==> src/rtl/pipe_stall_ctrl.sv <==
// pipe_stall_ctrl: pipeline stall arbiter, flush sequencer and runaway-stall watchdog
//
// Ports:
//   Clk            rising-edge clock
//   Rst_n          synchronous active-low reset
//   stallreq_if    IF stage stall request (instruction fetch)
//   stallreq_id    ID stage stall request (load-use hazard)
//   stallreq_ex    EX stage stall request (multi-cycle mul/div)
//   stallreq_mem   MEM stage stall request (data memory wait)
//   flush_req      exception/redirect request, pulse or level
//   flush_pc       redirect target accompanying flush_req
//   stall[5:0]     hold enables: [0]=PC [1]=IF/ID [2]=ID/EX [3]=EX/MEM [4]=MEM/WB [5]=WB
//   flush          registered, clears all inter-stage registers to bubble
//   new_pc         redirect PC, valid while flush=1
//   stall_timeout  sticky flag, set after STALL_MAX consecutive stalled cycles
//   perf_stall_cnt count of cycles with stall[0]=1
//
// Build option: define CTRL_PERF_EN to instantiate the perf_stall_cnt counter;
// otherwise the port is tied to zero.
module pipe_stall_ctrl #(
   parameter int FLUSH_CYCLES = 1,
   parameter int STALL_MAX    = 255
) (
   input  logic        Clk,
   input  logic        Rst_n,
   input  logic        stallreq_if,
   input  logic        stallreq_id,
   input  logic        stallreq_ex,
   input  logic        stallreq_mem,
   input  logic        flush_req,
   input  logic [31:0] flush_pc,
   output logic [5:0]  stall,
   output logic        flush,
   output logic [31:0] new_pc,
   output logic        stall_timeout,
   output logic [31:0] perf_stall_cnt
);
   typedef enum logic {RUN, FLUSH} state_t;
   state_t      state_q, state_d;
   logic [3:0]  fcnt_q, fcnt_d;
   logic [31:0] new_pc_q, new_pc_d;
   logic        flush_q, flush_d;
   logic [15:0] tcnt_q, tcnt_d;
   logic        timeout_q, timeout_d;
   logic [5:0]  stall_req;
   always_comb begin
      // a stalled stage freezes itself and every stage upstream of it
      stall_req = stallreq_mem ? 6'b011111 :
                  stallreq_ex  ? 6'b001111 :
                  stallreq_id  ? 6'b000111 :
                  stallreq_if  ? 6'b000011 : 6'b000000;
      stall     = (!Rst_n || state_q == FLUSH || flush_req) ? 6'b000000 : stall_req;
      // a new request in either state restarts the flush window
      state_d   = flush_req ? FLUSH :
                  (state_q == FLUSH && fcnt_q == 4'd1) ? RUN : state_q;
      fcnt_d    = flush_req ? 4'(FLUSH_CYCLES) :
                  state_q == FLUSH ? fcnt_q - 4'd1 : fcnt_q;
      new_pc_d  = flush_req ? flush_pc : new_pc_q;
      flush_d   = state_d == FLUSH;
      tcnt_d    = (stall == 6'b000000 || flush_q) ? 16'h0000 :
                  tcnt_q == 16'hFFFF ? tcnt_q : tcnt_q + 16'd1;
      // the flag rises on the edge where the run length reaches STALL_MAX
      timeout_d = flush_req ? 1'b0 : timeout_q | (tcnt_d >= 16'(STALL_MAX));
   end
   always_ff @(posedge Clk) begin
      if (!Rst_n) begin
         state_q   <= RUN;
         fcnt_q    <= 4'd0;
         new_pc_q  <= 32'h0;
         flush_q   <= 1'b0;
         tcnt_q    <= 16'h0000;
         timeout_q <= 1'b0;
      end else begin
         state_q   <= state_d;
         fcnt_q    <= fcnt_d;
         new_pc_q  <= new_pc_d;
         flush_q   <= flush_d;
         tcnt_q    <= tcnt_d;
         timeout_q <= timeout_d;
      end
   end
   assign flush         = flush_q;
   assign new_pc        = new_pc_q;
   assign stall_timeout = timeout_q;
`ifdef CTRL_PERF_EN
   logic [31:0] perf_q, perf_d;
   always_comb perf_d = perf_q + {31'b0, stall[0]};
   always_ff @(posedge Clk) begin
      if (!Rst_n) perf_q <= 32'h0;
      else        perf_q <= perf_d;
   end
   assign perf_stall_cnt = perf_q;
`else
   assign perf_stall_cnt = 32'h0;
`endif
endmodule

==> config.mk <==
export PLATFORM = sky130hd
export DESIGN_NAME = pipe_stall_ctrl
export DESIGN_NICKNAME = d
export VERILOG_FILES = /design/src/rtl/pipe_stall_ctrl.sv
export SDC_FILE = /design/constraint.sdc
export NUM_CORES = 1
export LEC_CHECK = 0
export BUFFER_PORTS_ARGS = -buffer_cell sky130_fd_sc_hd__buf_2
export CORE_ASPECT_RATIO = 0.5
export CORE_MARGIN = 1
export CORE_UTILIZATION = 45
export CTS_CLUSTER_SIZE = 30
export DETAILED_ROUTE_END_ITERATION = 10
export PLACE_DENSITY = 0.88
export SYNTH_ARGS = -nofsm -noshare
export SYNTH_HDL_FRONTEND = slang
export SYNTH_SLANG_ARGS = --single-unit
==> constraint.sdc <==
create_clock -name Clk -period 2.82 [get_ports Clk]
set_input_delay 0.282 -clock Clk [delete_from_list [all_inputs] [get_ports Clk]]
set_output_delay 0.282 -clock Clk [all_outputs]
set_load 0.01 [all_outputs]
Word-level counts from Yosys, hierarchy flattened
Cells that the tools add are included.
Widths: inputs -> output; s select.
{"block": "classes", "add_sub_neg": 2, "n_eq_ne": 2, "n_lt_le_gt_ge": 1, "bitwise_logic": 2, "n_reduce_logical": 9, "muxes": 11}
{"cell": "$mux 16", "count": 2}
{"cell": "$add 16x1->16 const B", "count": 1}
{"cell": "$eq 16x16->1 const B", "count": 1}
{"cell": "$ge 16x8->1 const B", "count": 1}
{"cell": "$mux 5", "count": 2}
{"cell": "$logic_not 6->1", "count": 1}
{"cell": "$eq 4x1->1 const B", "count": 1}
{"cell": "$mux 1", "count": 4}
{"cell": "$mux 4", "count": 1}
{"cell": "$reduce_bool 2->1", "count": 2}
{"cell": "$sub 4x1->4 const B", "count": 1}
{"cell": "$logic_or 1x1->1", "count": 3}
{"cell": "$mux 3", "count": 1}
{"cell": "$mux 2", "count": 1}
{"cell": "$reduce_or 2->1", "count": 1}
{"cell": "$logic_and 1x1->1", "count": 1}
{"cell": "$logic_not 1->1", "count": 1}
{"cell": "$not 1->1", "count": 1}
{"cell": "$or 1x1->1", "count": 1}
{"block": "word_totals", "in_bits": 39, "elab_cells": 33, "ff_bits": 54}

Longest topological paths before layout
{"block": "logic_depth", "depth_word": 10, "ltp_mapped": 9}

Worst setup path before layout
Ideal clock, no wire load.
{"block": "synth_path", "path_kind": "flip-flop to flip-flop", "from": "register tcnt_q[0]", "to": "register timeout_q, in the netlist stall_timeout", "path_stages_with_launch": 9, "t_arrival_ns": 2.041, "path_buffers": 0, "path_slack_ns": 0.654, "period_less_slack_ns": 2.166, "cell_sequence": "dfxtp_1 > ha_1 > nand4_2 > nor3_1 > and3_1 > nor3_1 > or4_1 > nor3_2 > a31oi_1"}
{"block": "synth_via", "elab_chain_len": 5}
{"element": "start: declaration", "line": "43", "rtl": "logic [15:0] tcnt_q, tcnt_d;"}
{"element": "start signal: assignment", "line": "78", "rtl": "tcnt_q <= tcnt_d;"}
{"element": "$add 16x1->16 / $eq 16x16->1 (equally long branches)", "line": "61", "rtl": "tcnt_q == 16'hFFFF ? tcnt_q : tcnt_q + 16'd1;"}
{"element": "$mux 16 *", "line": "61"}
{"element": "$mux 16 *", "line": "60", "rtl": "tcnt_d = (stall == 6'b000000 || flush_q) ? 16'h0000 :"}
{"element": "$ge 16x8->1 *", "line": "63", "rtl": "timeout_d = flush_req ? 1'b0 : timeout_q | (tcnt_d >= 16'(STALL_MAX));"}
{"element": "$or 1x1->1 *", "line": "63"}
{"element": "end signal: assignment", "line": "79", "rtl": "timeout_q <= timeout_d;"}
{"element": "end: declaration", "line": "44", "rtl": "logic timeout_q, timeout_d;"}
Every way passes the cells marked *; elsewhere a longest branch is shown, timed or not.
A chain may end at the register's enable or synchronous reset.

Worst setup path after layout
Same ends and word-level chain as after synthesis.

==> impl_results.md <==
* Port-buffer cells at 77
* Worst skew pair latency at 0.29 ns
* Routed wire length at 4.97 mm
* Rows at 19
* Gate Count Post-Synth at 272
* Antenna cells at 0
* Footprint of the multi-input gates at 1310 um2
* Vias at 1996
* Vias in the first global route at 1889
* Required time worst endpoint at 2.99 ns
* Die Width at 110 um
* FF+latch area at 1080 um2
* CTS tree: done
* H-tree depth at 2
* Clk_skew at 0.00888 ns
* Power density cells at 532 nW/um2
* Mean Syn Cell Area at 9.65 um2
* GRT Overall Usage at 16.9%
* Setup TNS at 0 ns
* WS Path Type: flop to flop
* Clock sink total at 54
* Die Ht at 56.0 um
* Layout cell share with drive strength beyond 1 at 28.2%
* Maximum VDD drop at 281 uV
* Adder-Cell Fraction of Synth Area at 1.43%
* Seq/Total Area, Yosys at 41.2%
* Mean number of vias per cell at 4.79
* Min-Delay Path Class: input port to flop
* Xor and xnor fraction of the mapped netlist area at 3.67%
* Ports at 111
* Clk root buf: clkbuf_16
* Gpl congestion at 0.823
* Slack of the critical path at 0.328 ns
* Status: finished clean
* Cell taking the most area after synthesis: dfxtp_1
* Dominant combinational cell family by area after synthesis: simple AND/OR/NAND/NOR gates
* Initial core utilization at 47.4%
* Area Growth Syn to Fin at 16.5%
* RSZ-0062 raised after global routing: false
* Final hold vios at 0
* DRC errors left at 0
* Initial drt markers at 65
* Netlist cell types at 45
* Area after DPL at 2910 um2
* Nets at 385
* Avg WL per Cell at 11.9 um
* Hold_buf cts at 0
* Arr. time, crit path at 2.66 ns
* Worst setup EP type: flop
* EDFF count, synth at 0
* Ys flop type: dfxtp_1
* Post_cts resized at 0
* Largest net degree at the start of global routing at 35
* Die footprint at 6160 um2
* Core ar. at 5540 um2
* Longest Clk Path Bufs at 2
* Top post-synthesis cells by area: dfxtp_1, mux2i_1, buf_4, nor2b_1, xnor2_1
* Fillcell total at 517
* Worst Max-Slew Pin Slew at 0.555 ns
* Ys async rst share at 0%
* Final min period at 2.49 ns
* Synth Area in Simple Gates at 22.8%
* Antenna viol nets, final at 0
* Startpoint types: flop
* Gr ovfl total at 0
* YS warnings at 0
* Design area at 3060 um2
* Final Max Tran Viols at 0
* Mux share of post-synthesis cell area at 12.2%
* Num CTS Buffers at 5
* Synth Cell Area at 2620 um2
* Pre-Repair DR Iteration Count at 4
* Pleak at 1.44 nW
* Final setup violation count at 0
* Compound-gate portion of the synthesized area at 5.15%
* Yosys top cell area share at 41.2%
* Maximum fanout along the worst path at 6
* Tcrit/Tclk final at 88.4%
* Post-CTS setup buffer count at 0
* Initial antenna violation count at 0
* DP HPWL at 3.62 mm
* First-pass GRT wire length at 8.11 mm
* Pre-CTS setup slack at 0.378 ns
* Max_slew headroom at 63.0%
* Synthesized flop and latch total at 54
* Clock Pin Slew Worst Setup and Hold Paths at 0.08 ns
* Max Clk Rate at 401 MHz
* Max_cap viols at 0
* Hold slack at 0.244 ns
## per-layer routing
metal,vias up,GRT usage (%),routed length [um]
met4,0,6.48,72
met1,919,19.0,2190
met3,9,3.63,219
met5,-,0,0
met2,68,31.0,2490
li1,1000,-,-
## critical path, cell delays in order, from the launching register on
cell	delay, ns
dfxtp_1	0.41
ha_1	0.30
nand4_2	0.20
nor3_1	0.41
and3_1	0.24
nor3_1	0.06
or4_1	0.54
nor3_2	0.13
a31oi_1	0.10
## layout make-up
type                       instances  area share, %
sequential                        54           35.4
multi-input combinational        198           42.9
clock buffer                       5           4.09
timing repair buffer              80           13.3
tap                               73           2.99
inverter                           4          0.491
clock inverter                     3          0.859
## path summary, 6_finish.rpt
kind / from / end / slack (ns) / depth (start not counted)
worst max register to register: tcnt_q[0] / stall_timeout / 0.33 / 8
worst max-delay path: tcnt_q[0] / stall_timeout / 0.33 / 8
worst min register to register: tcnt_q[1] / tcnt_q[1] / 0.50 / 2
worst min-delay path: flush_pc[2] / new_pc[2] / 0.24 / 3
## through the flow
stage / util (%) / cells / power (mW)
detailed placement: 52.5 / 409 / 1.02
floorplan: - / 304 / 0.987
finish: 55.2 / 417 / 1.63
CTS: 55.2 / 417 / 1.64
global route: 55.2 / 417 / 1.69
global placement: 52.5 / 409 / 1.02
## Yosys cell counts, types with 5 or more instances
| master | n |
|---|---|
| nand3_1 | 5 |
| xnor2_1 | 7 |
| buf_4 | 35 |
| mux2i_1 | 32 |
| dfxtp_1 | 54 |
| nor2_1 | 14 |
| nor2b_1 | 33 |
| nand2_1 | 9 |
| clkbuf_1 | 5 |
| a21oi_1 | 7 |
| nor3_1 | 10 |
## cell families (layout without fill, tap and decap cells)
logic type,after synthesis,after routing
flops,54,54
xor+xnor,11,11
mux,32,32
fa+ha+maj,3,3
other cells,1,33
compound gates,21,21
buf+inv,52,92
simple gates,98,98
## registers in the layout, summed over array words and instances, names as in the netlist
| register | flops |
|---|---|
| flush | 1 |
| stall_timeout | 1 |
| new_pc | 32 |
| tcnt_q | 16 |
| fcnt_q | 4 |
## power breakdown
group | switching [mW] | internal (mW)
clock | 0.282 | 0.337
sequential | 0.0214 | 0.795
combinational | 0.103 | 0.0873
total | 0.407 | 1.22
## layout by cell type, fill, tap and decap left out, types with 2 or more instances in the layout
cell type / n
xnor2_1: 7
a211oi_1: 3
nor4_1: 3
buf_4: 3
nor3b_1: 3
o21ai_0: 3
nor3_1: 10
a31oi_1: 3
nand3_1: 5
conb_1: 33
ha_1: 3
xor2_1: 4
and3_1: 3
nand4_1: 2
mux2i_1: 32
nor2_1: 14
dfxtp_1: 54
a21oi_1: 7
inv_6: 2
buf_2: 77
nor2b_1: 33
inv_1: 4
nand4_2: 2
and4_1: 2
clkbuf_16: 5
nand2_1: 9
Power figures use the tool's default switching activity.
